File: src/rtl/seq_divider_hhrb98.sv
// Multi-cycle unsigned restoring divider: one quotient bit per enabled clock,
// with a divide-by-zero path that reports all-ones quotient and a flag.
module seq_divider_hhrb98 #(
  parameter int DIVIDEND_W = 8,
  parameter int DIVISOR_W  = 4
) (
  input  logic                  clk,
  input  logic                  rst_n,
  input  logic                  ena,
  input  logic                  start,
  input  logic [DIVIDEND_W-1:0] dividend,
  input  logic [DIVISOR_W-1:0]  divisor,
  output logic [DIVIDEND_W-1:0] quotient,
  output logic [DIVISOR_W-1:0]  remainder,
  output logic                  busy,
  output logic                  done,
  output logic                  div_by_zero
);

  localparam int CNT_W = $clog2(DIVIDEND_W + 1);

  typedef enum logic [1:0] {
    IDLE = 2'd0,
    CALC = 2'd1,
    FIN  = 2'd2
  } state_t;

  state_t                state_r, state_nxt;
  logic [CNT_W-1:0]      cnt_r, cnt_nxt;
  logic [DIVIDEND_W-1:0] dvd_r, dvd_nxt;
  logic [DIVISOR_W-1:0]  dvs_r, dvs_nxt;
  logic [DIVISOR_W:0]    pr_r, pr_nxt;
  logic [DIVIDEND_W-1:0] qw_r, qw_nxt;
  logic                  dz_pend_r, dz_pend_nxt;
  logic [DIVIDEND_W-1:0] quotient_r, quotient_nxt;
  logic [DIVISOR_W-1:0]  remainder_r, remainder_nxt;
  logic                  busy_r, busy_nxt;
  logic                  done_r, done_nxt;
  logic                  dbz_r, dbz_nxt;

  logic [DIVISOR_W:0]    pr_shift_s;
  logic                  fits_s;
  logic [DIVISOR_W:0]    pr_step_s;
  logic [DIVIDEND_W-1:0] q_step_s;
  logic                  accept_s;

  // One restoring step on the working registers, plus start acceptance.
  always_comb begin
    pr_shift_s = {pr_r[DIVISOR_W-1:0], dvd_r[DIVIDEND_W-1]};
    fits_s     = (pr_shift_s >= {1'b0, dvs_r});
    pr_step_s  = fits_s ? (pr_shift_s - {1'b0, dvs_r}) : pr_shift_s;
    q_step_s   = {qw_r[DIVIDEND_W-2:0], fits_s};
    accept_s   = ena && start &&
                 ((state_r == IDLE) || ((state_r == FIN) && !dz_pend_r));
  end

  // Next-state and next-register logic; everything holds while ena is low.
  always_comb begin
    state_nxt     = state_r;
    cnt_nxt       = cnt_r;
    dvd_nxt       = dvd_r;
    dvs_nxt       = dvs_r;
    pr_nxt        = pr_r;
    qw_nxt        = qw_r;
    dz_pend_nxt   = dz_pend_r;
    quotient_nxt  = quotient_r;
    remainder_nxt = remainder_r;
    busy_nxt      = busy_r;
    done_nxt      = done_r;
    dbz_nxt       = dbz_r;
    if (!ena) begin
      state_nxt = state_r;
    end else if (accept_s) begin
      dvd_nxt  = dividend;
      dvs_nxt  = divisor;
      cnt_nxt  = CNT_W'(DIVIDEND_W);
      pr_nxt   = '0;
      qw_nxt   = '0;
      dbz_nxt  = 1'b0;
      done_nxt = 1'b0;
      // A zero divisor spends one FIN cycle preparing the flagged result.
      if (divisor == {DIVISOR_W{1'b0}}) begin
        state_nxt   = FIN;
        dz_pend_nxt = 1'b1;
        busy_nxt    = 1'b0;
      end else begin
        state_nxt   = CALC;
        dz_pend_nxt = 1'b0;
        busy_nxt    = 1'b1;
      end
    end else begin
      case (state_r)
        IDLE: begin
          busy_nxt = 1'b0;
          done_nxt = 1'b0;
        end
        CALC: begin
          pr_nxt  = pr_step_s;
          qw_nxt  = q_step_s;
          dvd_nxt = {dvd_r[DIVIDEND_W-2:0], 1'b0};
          cnt_nxt = cnt_r - CNT_W'(1);
          if (cnt_r == CNT_W'(1)) begin
            state_nxt     = FIN;
            quotient_nxt  = q_step_s;
            remainder_nxt = pr_step_s[DIVISOR_W-1:0];
            busy_nxt      = 1'b0;
            done_nxt      = 1'b1;
          end else begin
            state_nxt = CALC;
          end
        end
        FIN: begin
          if (dz_pend_r) begin
            dz_pend_nxt   = 1'b0;
            quotient_nxt  = '1;
            remainder_nxt = '0;
            dbz_nxt       = 1'b1;
            done_nxt      = 1'b1;
          end else begin
            state_nxt = IDLE;
            done_nxt  = 1'b0;
          end
        end
        default: begin
          state_nxt   = IDLE;
          busy_nxt    = 1'b0;
          done_nxt    = 1'b0;
          dz_pend_nxt = 1'b0;
        end
      endcase
    end
  end

  // State, working and output registers.
  always_ff @(posedge clk or negedge rst_n) begin
    if (!rst_n) begin
      state_r     <= IDLE;
      cnt_r       <= '0;
      dvd_r       <= '0;
      dvs_r       <= '0;
      pr_r        <= '0;
      qw_r        <= '0;
      dz_pend_r   <= 1'b0;
      quotient_r  <= '0;
      remainder_r <= '0;
      busy_r      <= 1'b0;
      done_r      <= 1'b0;
      dbz_r       <= 1'b0;
    end else begin
      state_r     <= state_nxt;
      cnt_r       <= cnt_nxt;
      dvd_r       <= dvd_nxt;
      dvs_r       <= dvs_nxt;
      pr_r        <= pr_nxt;
      qw_r        <= qw_nxt;
      dz_pend_r   <= dz_pend_nxt;
      quotient_r  <= quotient_nxt;
      remainder_r <= remainder_nxt;
      busy_r      <= busy_nxt;
      done_r      <= done_nxt;
      dbz_r       <= dbz_nxt;
    end
  end

  assign quotient    = quotient_r;
  assign remainder   = remainder_r;
  assign busy        = busy_r;
  assign done        = done_r;
  assign div_by_zero = dbz_r;

endmodule

File: config.mk
export PLATFORM = sky130hd
export DESIGN_NAME = seq_divider_hhrb98
export DESIGN_NICKNAME = d
export VERILOG_FILES = /design/src/rtl/seq_divider_hhrb98.sv
export SDC_FILE = /design/constraint.sdc
export NUM_CORES = 1
export LEC_CHECK = 0
export ABC_CLOCK_PERIOD_IN_PS = 2000
export CAP_MARGIN = 40
export CORE_MARGIN = 2
export CORE_UTILIZATION = 49
export DETAILED_ROUTE_END_ITERATION = 8
export PLACE_DENSITY = 0.73
export SLEW_MARGIN = 20
export SYNTH_ARGS = -nofsm -noshare
export SYNTH_HDL_FRONTEND = slang
export SYNTH_SLANG_ARGS = --single-unit
File: constraint.sdc
create_clock -name clk -period 2 [get_ports clk]
set_input_delay 0.3 -clock clk [delete_from_list [all_inputs] [get_ports clk]]
set_output_delay 0.3 -clock clk [all_outputs]
set_load 0.01 [all_outputs]
==> impl_metrics.env, run 1 <==
export IMPL_power_density_nw_per_um2=1530
export IMPL_power_frac_clock=0.139
export IMPL_grt_max_degree=24
export IMPL_pwr_share_comb=0.496
export IMPL_period_needed_ns=1.88
export IMPL_vdd_drop_max_v=0.000691
export IMPL_ys_async_sr_fraction=1.00
export IMPL_ys_warn_count=0
export IMPL_synth_top_flop_cell="dfrtp_1"
export IMPL_grt_ovfl_total=0
export IMPL_dp_hpwl_um=3170
export IMPL_setup_viol=0
export IMPL_slew_headroom=0.631
export IMPL_ys_ff_latch=45
export IMPL_period_share=0.941
export IMPL_gp_congestion=0.794
export IMPL_antenna_left=0
export IMPL_muxShareOfSynthArea=0.0199
export IMPL_clockBufferDepth=2
export IMPL_path_clk_slew_ns=0.09
export IMPL_seqPwrFrac=0.365
export IMPL_routed_via_density=5.56
export IMPL_initial_core_util=0.501
export IMPL_pin_count=31
export IMPL_grt_usage=0.189
export IMPL_grt_pass1_wl_um=7380
export IMPL_die_h_um=70.1
export IMPL_drive_gt1_frac=0.180
export IMPL_synth_xor_area_share=0.0123
export IMPL_first_iter_violations=78
export IMPL_synth_seq_area_share=0.527
export IMPL_worstPathArrival_ns=2.07
export IMPL_outcome="finished clean"
export IMPL_cts_htree_levels=2
export IMPL_drc_errors=0
export IMPL_crit_buf_inv=2
export IMPL_crit_fanout=4
export IMPL_synth_cell_types=45
export IMPL_routedWlPerCell_um=14.3
export IMPL_grt_pass1_vias=1653
export IMPL_clkLatencyLatePin_ns=0.30
export IMPL_cp_cell_sequence="inv_1 > ha_1 > nor2b_1 > o21ai_0 > a21boi_2 > buf_4 > mux2i_2 > o21ai_1"
export IMPL_synth_fa_ha_area_frac=0.0620
export IMPL_synth_most_common_cell="dfrtp_1"
export IMPL_critPathMaxStageDelay_ns=0.36
export IMPL_finalClockSkew_ns=0.00929
export IMPL_endpoint_kind="register"
export IMPL_power_internal_uw=2540
export IMPL_cts_sinks=45
export IMPL_p_sw_frac=0.379
export IMPL_synth_commonest_cells="dfrtp_1 (45), nand2_1 (25), o21ai_0 (19), nor2_1 (12)"
export IMPL_synthCells=201
export IMPL_tritoncts="done"
export IMPL_synthSimpleGateAreaFrac=0.122
export IMPL_p_sw_uw=1550
export IMPL_die_width_um=70.1
export IMPL_whs_ns=0.481
export IMPL_cp_start_kind="register"
export IMPL_path_class="reg2reg"
export IMPL_synth_top_area_share=0.527
export IMPL_fmax_mhz=531
export IMPL_slew_viol_final=0
export IMPL_core_area_um2=4260
export IMPL_nets=269
export IMPL_antenna_diode_count=0
export IMPL_cts_buffers=5
export IMPL_root_buffer="clkbuf_8"
export IMPL_fin_util=0.627
export IMPL_drt_wl_total_um=4220
export IMPL_drv_cap=0
export IMPL_finalHoldViolCount=0
export IMPL_synth_area_per_cell_um2=10.6
export IMPL_synthesis_area_um2=2140
export IMPL_synth_fp_nets=227
export IMPL_io_buffers=30
export IMPL_cp_slowest_cell="dfrtp_1"
export IMPL_yosys_area_top_type="dfrtp_1"
export IMPL_crit_required_ns=2.18
export IMPL_area_delta_synth_final_pct=25.0
export IMPL_synth_compound_area_frac=0.219
export IMPL_critPathTopFamily="compound AO/OA/AOI/OAI gates"
export IMPL_antenna_found_initial=0
export IMPL_synth_area_top_cells="dfrtp_1 (53%), ha_1 (5.3%), o21ai_0 (4.4%)"
export IMPL_hp_class="reg2reg"
export IMPL_synth_top_family_by_area="compound AO/OA/AOI/OAI gates"
export IMPL_row_count=24
export IMPL_routed_via_count=1645
export IMPL_cellLeakagePower_uw=0.00115
export IMPL_tightest_slew_ns=0.553
export IMPL_drt_pass1_iter_count=4
export IMPL_fp_dieArea_um2=4910
export IMPL_synth_edff_count=0
## power by group through the flow
| stage | logic [uW] | clock network (uW) | registers, uW |
|---|---|---|---|
| after floorplan | 1220 | 0 | 1540 |
| after global placement | 1930 | 0 | 1500 |
| after detailed placement | 1980 | 0 | 1510 |
| after CTS | 1990 | 583 | 1490 |
| after global routing | 2250 | 612 | 1550 |
| final | 2030 | 569 | 1490 |
## routing by layer
metal | vias up | track usage | part of all wire
li1 | 793 | - | -
met1 | 815 | 0.245 | 0.47
met2 | 29 | 0.314 | 0.48
met3 | 8 | 0.0433 | 0.034
met4 | 0 | 0.0641 | 0.014
met5 | - | 0 | 0
## layout make-up
cell class                      instances  area [um2]
Clock buffer                            5        68.8
Clock inverter                          3        22.5
Fill cell                             375        1590
Inverter                               11        41.3
Multi-Input combinational cell        138         937
Sequential cell                        45        1130
Tap cell                               52        65.1
Timing Repair Buffer                   42         413
## path summary, 6_finish.rpt
path	to	slack [ns]	depth (start not counted)	startpoint
max	pr_r[1]	0.12	8	dvd_r[7]
min	busy	0.48	2	busy
max reg2reg	pr_r[1]	0.12	8	dvd_r[7]
min reg2reg	busy	0.48	2	busy
max in group asynchronous	state_r[1]	0.97	3	rst_n
min in group asynchronous	quotient[4]	0.51	2	rst_n
## sequential cells by signal (all words and copies together), names as in the netlist, 2 cells and up
name and count:
dvs_r 4, remainder 4, pr_r 4, state_r 2, quotient 8, dvd_r 8, cnt_r 4, qw_r 7
## timing repair
| action | CTS | global route |
|---|---|---|
| endpoints found under the hold margin | 22 | 0 |
| hold buffers | 1 | 0 |
| resized for setup | 0 | 3 |
| endpoints found under the setup margin | 0 | 9 |
| setup buffers | 0 | 1 |
## placed cells by master (no fill, tap or decap), drive strengths merged, types with 3 or more instances in the layout
| master | instances |
|---|---|
| a21boi | 3 |
| a21oi | 11 |
| a22o | 7 |
| buf | 12 |
| clkbuf | 5 |
| clkdlybuf4s50 | 29 |
| clkinvlp | 3 |
| dfrtp | 45 |
| ha | 9 |
| inv | 11 |
| nand2 | 27 |
| nand3 | 3 |
| nor2 | 13 |
| o21ai | 24 |
| o22a | 7 |
| o22ai | 7 |
## worst reg2reg max path, cell delays in order (launching register included)
cell	delay, ns
dfrtp_1	0.36
inv_1	0.07
ha_1	0.32
nor2b_1	0.14
o21ai_0	0.12
a21boi_2	0.24
buf_4	0.16
mux2i_2	0.27
o21ai_1	0.09
## per-stage QoR
stage	setup WS (ns)	cell area (um2)	power [uW]	std cells	TNS, ns
finish	0.118	2670	4090	296	0
global route	-0.0241	2670	4410	296	-0.0241
CTS	0.0824	2660	4070	295	0
detailed placement	0.0955	2560	3490	286	0
global placement	0.156	2560	3430	286	0
floorplan	0.220	2140	2760	201	0
## logic make-up after synthesis
family | after synthesis
AOI/OAI and AO/OA | 67
and+or+nand+nor | 54
DFF | 45
buffers and inverters | 18
adders and majority gates | 10
muxes | 4
xor gates and xnor gates | 3
No activity file was read; power rests on OpenSTA's default activity.
==> run 2: changes to the inputs <==
HOLD_SLACK_MARGIN = 0.03   (was default)
SETUP_SLACK_MARGIN = 0.05   (was default)
==> impl_metrics.env, run 2 (synthesized netlist as in run 1, its figures left out) <==
export IMPL_outcome="finished clean"
export IMPL_setup_viol=0
export IMPL_drive_gt1_frac=0.184
export IMPL_nets=269
export IMPL_cts_htree_levels=2
export IMPL_core_area_um2=4260
export IMPL_endpoint_kind="register"
export IMPL_path_class="reg2reg"
export IMPL_drt_pass1_iter_count=4
export IMPL_initial_core_util=0.501
export IMPL_slew_headroom=0.635
export IMPL_crit_required_ns=2.19
export IMPL_routed_via_density=5.56
export IMPL_antenna_left=0
export IMPL_fmax_mhz=540
export IMPL_hp_class="reg2reg"
export IMPL_final_common_cell="dfrtp_1"
export IMPL_dp_hpwl_um=3170
export IMPL_drc_errors=0
export IMPL_fp_dieArea_um2=4910
export IMPL_routedWlPerCell_um=14.2
export IMPL_antenna_diode_count=0
export IMPL_tritoncts="done"
export IMPL_root_buffer="clkbuf_8"
export IMPL_power_density_nw_per_um2=1540
export IMPL_cts_sinks=45
export IMPL_finalPower_uw=4140
export IMPL_path_clk_slew_ns=0.08
export IMPL_drv_cap=0
export IMPL_grt_ovfl_total=0
export IMPL_cp_start_kind="register"
export IMPL_tightest_slew_ns=0.547
export IMPL_row_count=24
export IMPL_grt_max_degree=24
export IMPL_drt_wl_total_um=4210
export IMPL_first_iter_violations=105
export IMPL_antenna_found_initial=0
export IMPL_gp_congestion=0.794
export IMPL_grt_pass1_vias=1653
export IMPL_fillCellCount=371
export IMPL_dp_cells=286
export IMPL_clockBufferDepth=2
export IMPL_slew_viol_final=0
export IMPL_grt_pass1_wl_um=7380
export IMPL_grt_usage=0.189
export IMPL_die_width_um=70.1
export IMPL_crit_fanout=4
export IMPL_routed_via_count=1646
export IMPL_fin_cells=296
export IMPL_cts_buffers=5
export IMPL_clkLatencyLatePin_ns=0.30
export IMPL_period_share=0.926
export IMPL_io_buffers=30
export IMPL_area_delta_synth_final_pct=25.6
export IMPL_cellLeakagePower_uw=0.00115
export IMPL_rsz0062_at_grt="yes"
export IMPL_worstPathArrival_ns=2.04
export IMPL_die_h_um=70.1
export IMPL_finalHoldViolCount=0
export IMPL_final_cell_mix="dfrtp_1 (45), clkdlybuf4s50_1 (29), nand2_1 (24)"
export IMPL_fin_util=0.630
export IMPL_pin_count=31
export IMPL_vdd_drop_max_v=0.000692
export IMPL_finalClockSkew_ns=0.00956
export IMPL_period_needed_ns=1.85
==> run 2: cell count changes in the layout (fill, tap and decap cells not counted) <==
| cell | before | now |
|---|---|---|
| a21oi_1 | 11 | 10 |
| a21oi_2 | 0 | 1 |
| mux2i_2 | 1 | 0 |
| mux2i_4 | 0 | 1 |
==> run 2: repair_timing <==
item	4_1_cts	5_1_grt
hold buffers	1	0
endpoints found under the hold margin	22	0
resized for setup	0	5
setup endpoints to repair	0	12
buffers inserted	0	1
==> run 2: power by group <==
group          total (uW)  switching, uW  internal, uW
clock                 568            323           245
combinational        2080           1030          1050
sequential           1500            221          1270
==> run 2: path summary, 6_finish.rpt <==
| check | from | cells after the start | slack (ns) | endpoint |
|---|---|---|---|---|
| min in group asynchronous | rst_n | 2 | 0.51 | quotient[4] |
| min | busy | 2 | 0.48 | busy |
| min reg2reg | busy | 2 | 0.48 | busy |
| max reg2reg | state_r[0] | 8 | 0.15 | state_r[1] |
| max | state_r[0] | 8 | 0.15 | state_r[1] |
| max in group asynchronous | rst_n | 3 | 0.98 | state_r[1] |
==> run 2: worst max-delay path, cell delays in order, from the launching register on <==
cell	delay [ns]
dfrtp_1	0.41
inv_1	0.09
ha_1	0.22
nor2b_4	0.21
o21a_1	0.18
and2_1	0.18
o41ai_1	0.08
buf_4	0.16
a32o_1	0.21
==> run 2: through the flow <==
| stage | TNS (ns) | hold WS (ns) | setup slack, ns | area (um2) |
|---|---|---|---|---|
| after floorplan | 0 | 0.00441 | 0.220 | 2140 |
| after global placement | 0 | 0.313 | 0.156 | 2560 |
| after detailed placement | 0 | 0.312 | 0.0955 | 2560 |
| after CTS | 0 | 0.486 | 0.0824 | 2660 |
| after global routing | -0.0104 | 0.531 | -0.0104 | 2690 |
| final | 0 | 0.481 | 0.149 | 2690 |
==> run 2: layer usage <==
layer  global-route usage  part of all wire  vias to the layer above
met1                0.245              0.47                      808
li1                     -                 -                      795
met5                    0                 0                        -
met3               0.0433             0.036                        8
met2                0.314              0.48                       35
met4               0.0641             0.014                        0
==> run 2: final cells by class <==
cell class              count  area [um2]  area share
multi-input cells         138         950       0.354
clock inverters             3        22.5     0.00838
repair buffers             42         413       0.154
well taps                  52        65.1      0.0242
flip-flops and latches     45        1130       0.419
clock buffers               5        68.8      0.0256
inverters                  11        41.3      0.0154
==> run 3: changes to the inputs <==
CTS_CLUSTER_DIAMETER = 40   (was default)
==> results of run 3 <==
Same layout as run 2: the final DEF is identical, and so are final timing and power.
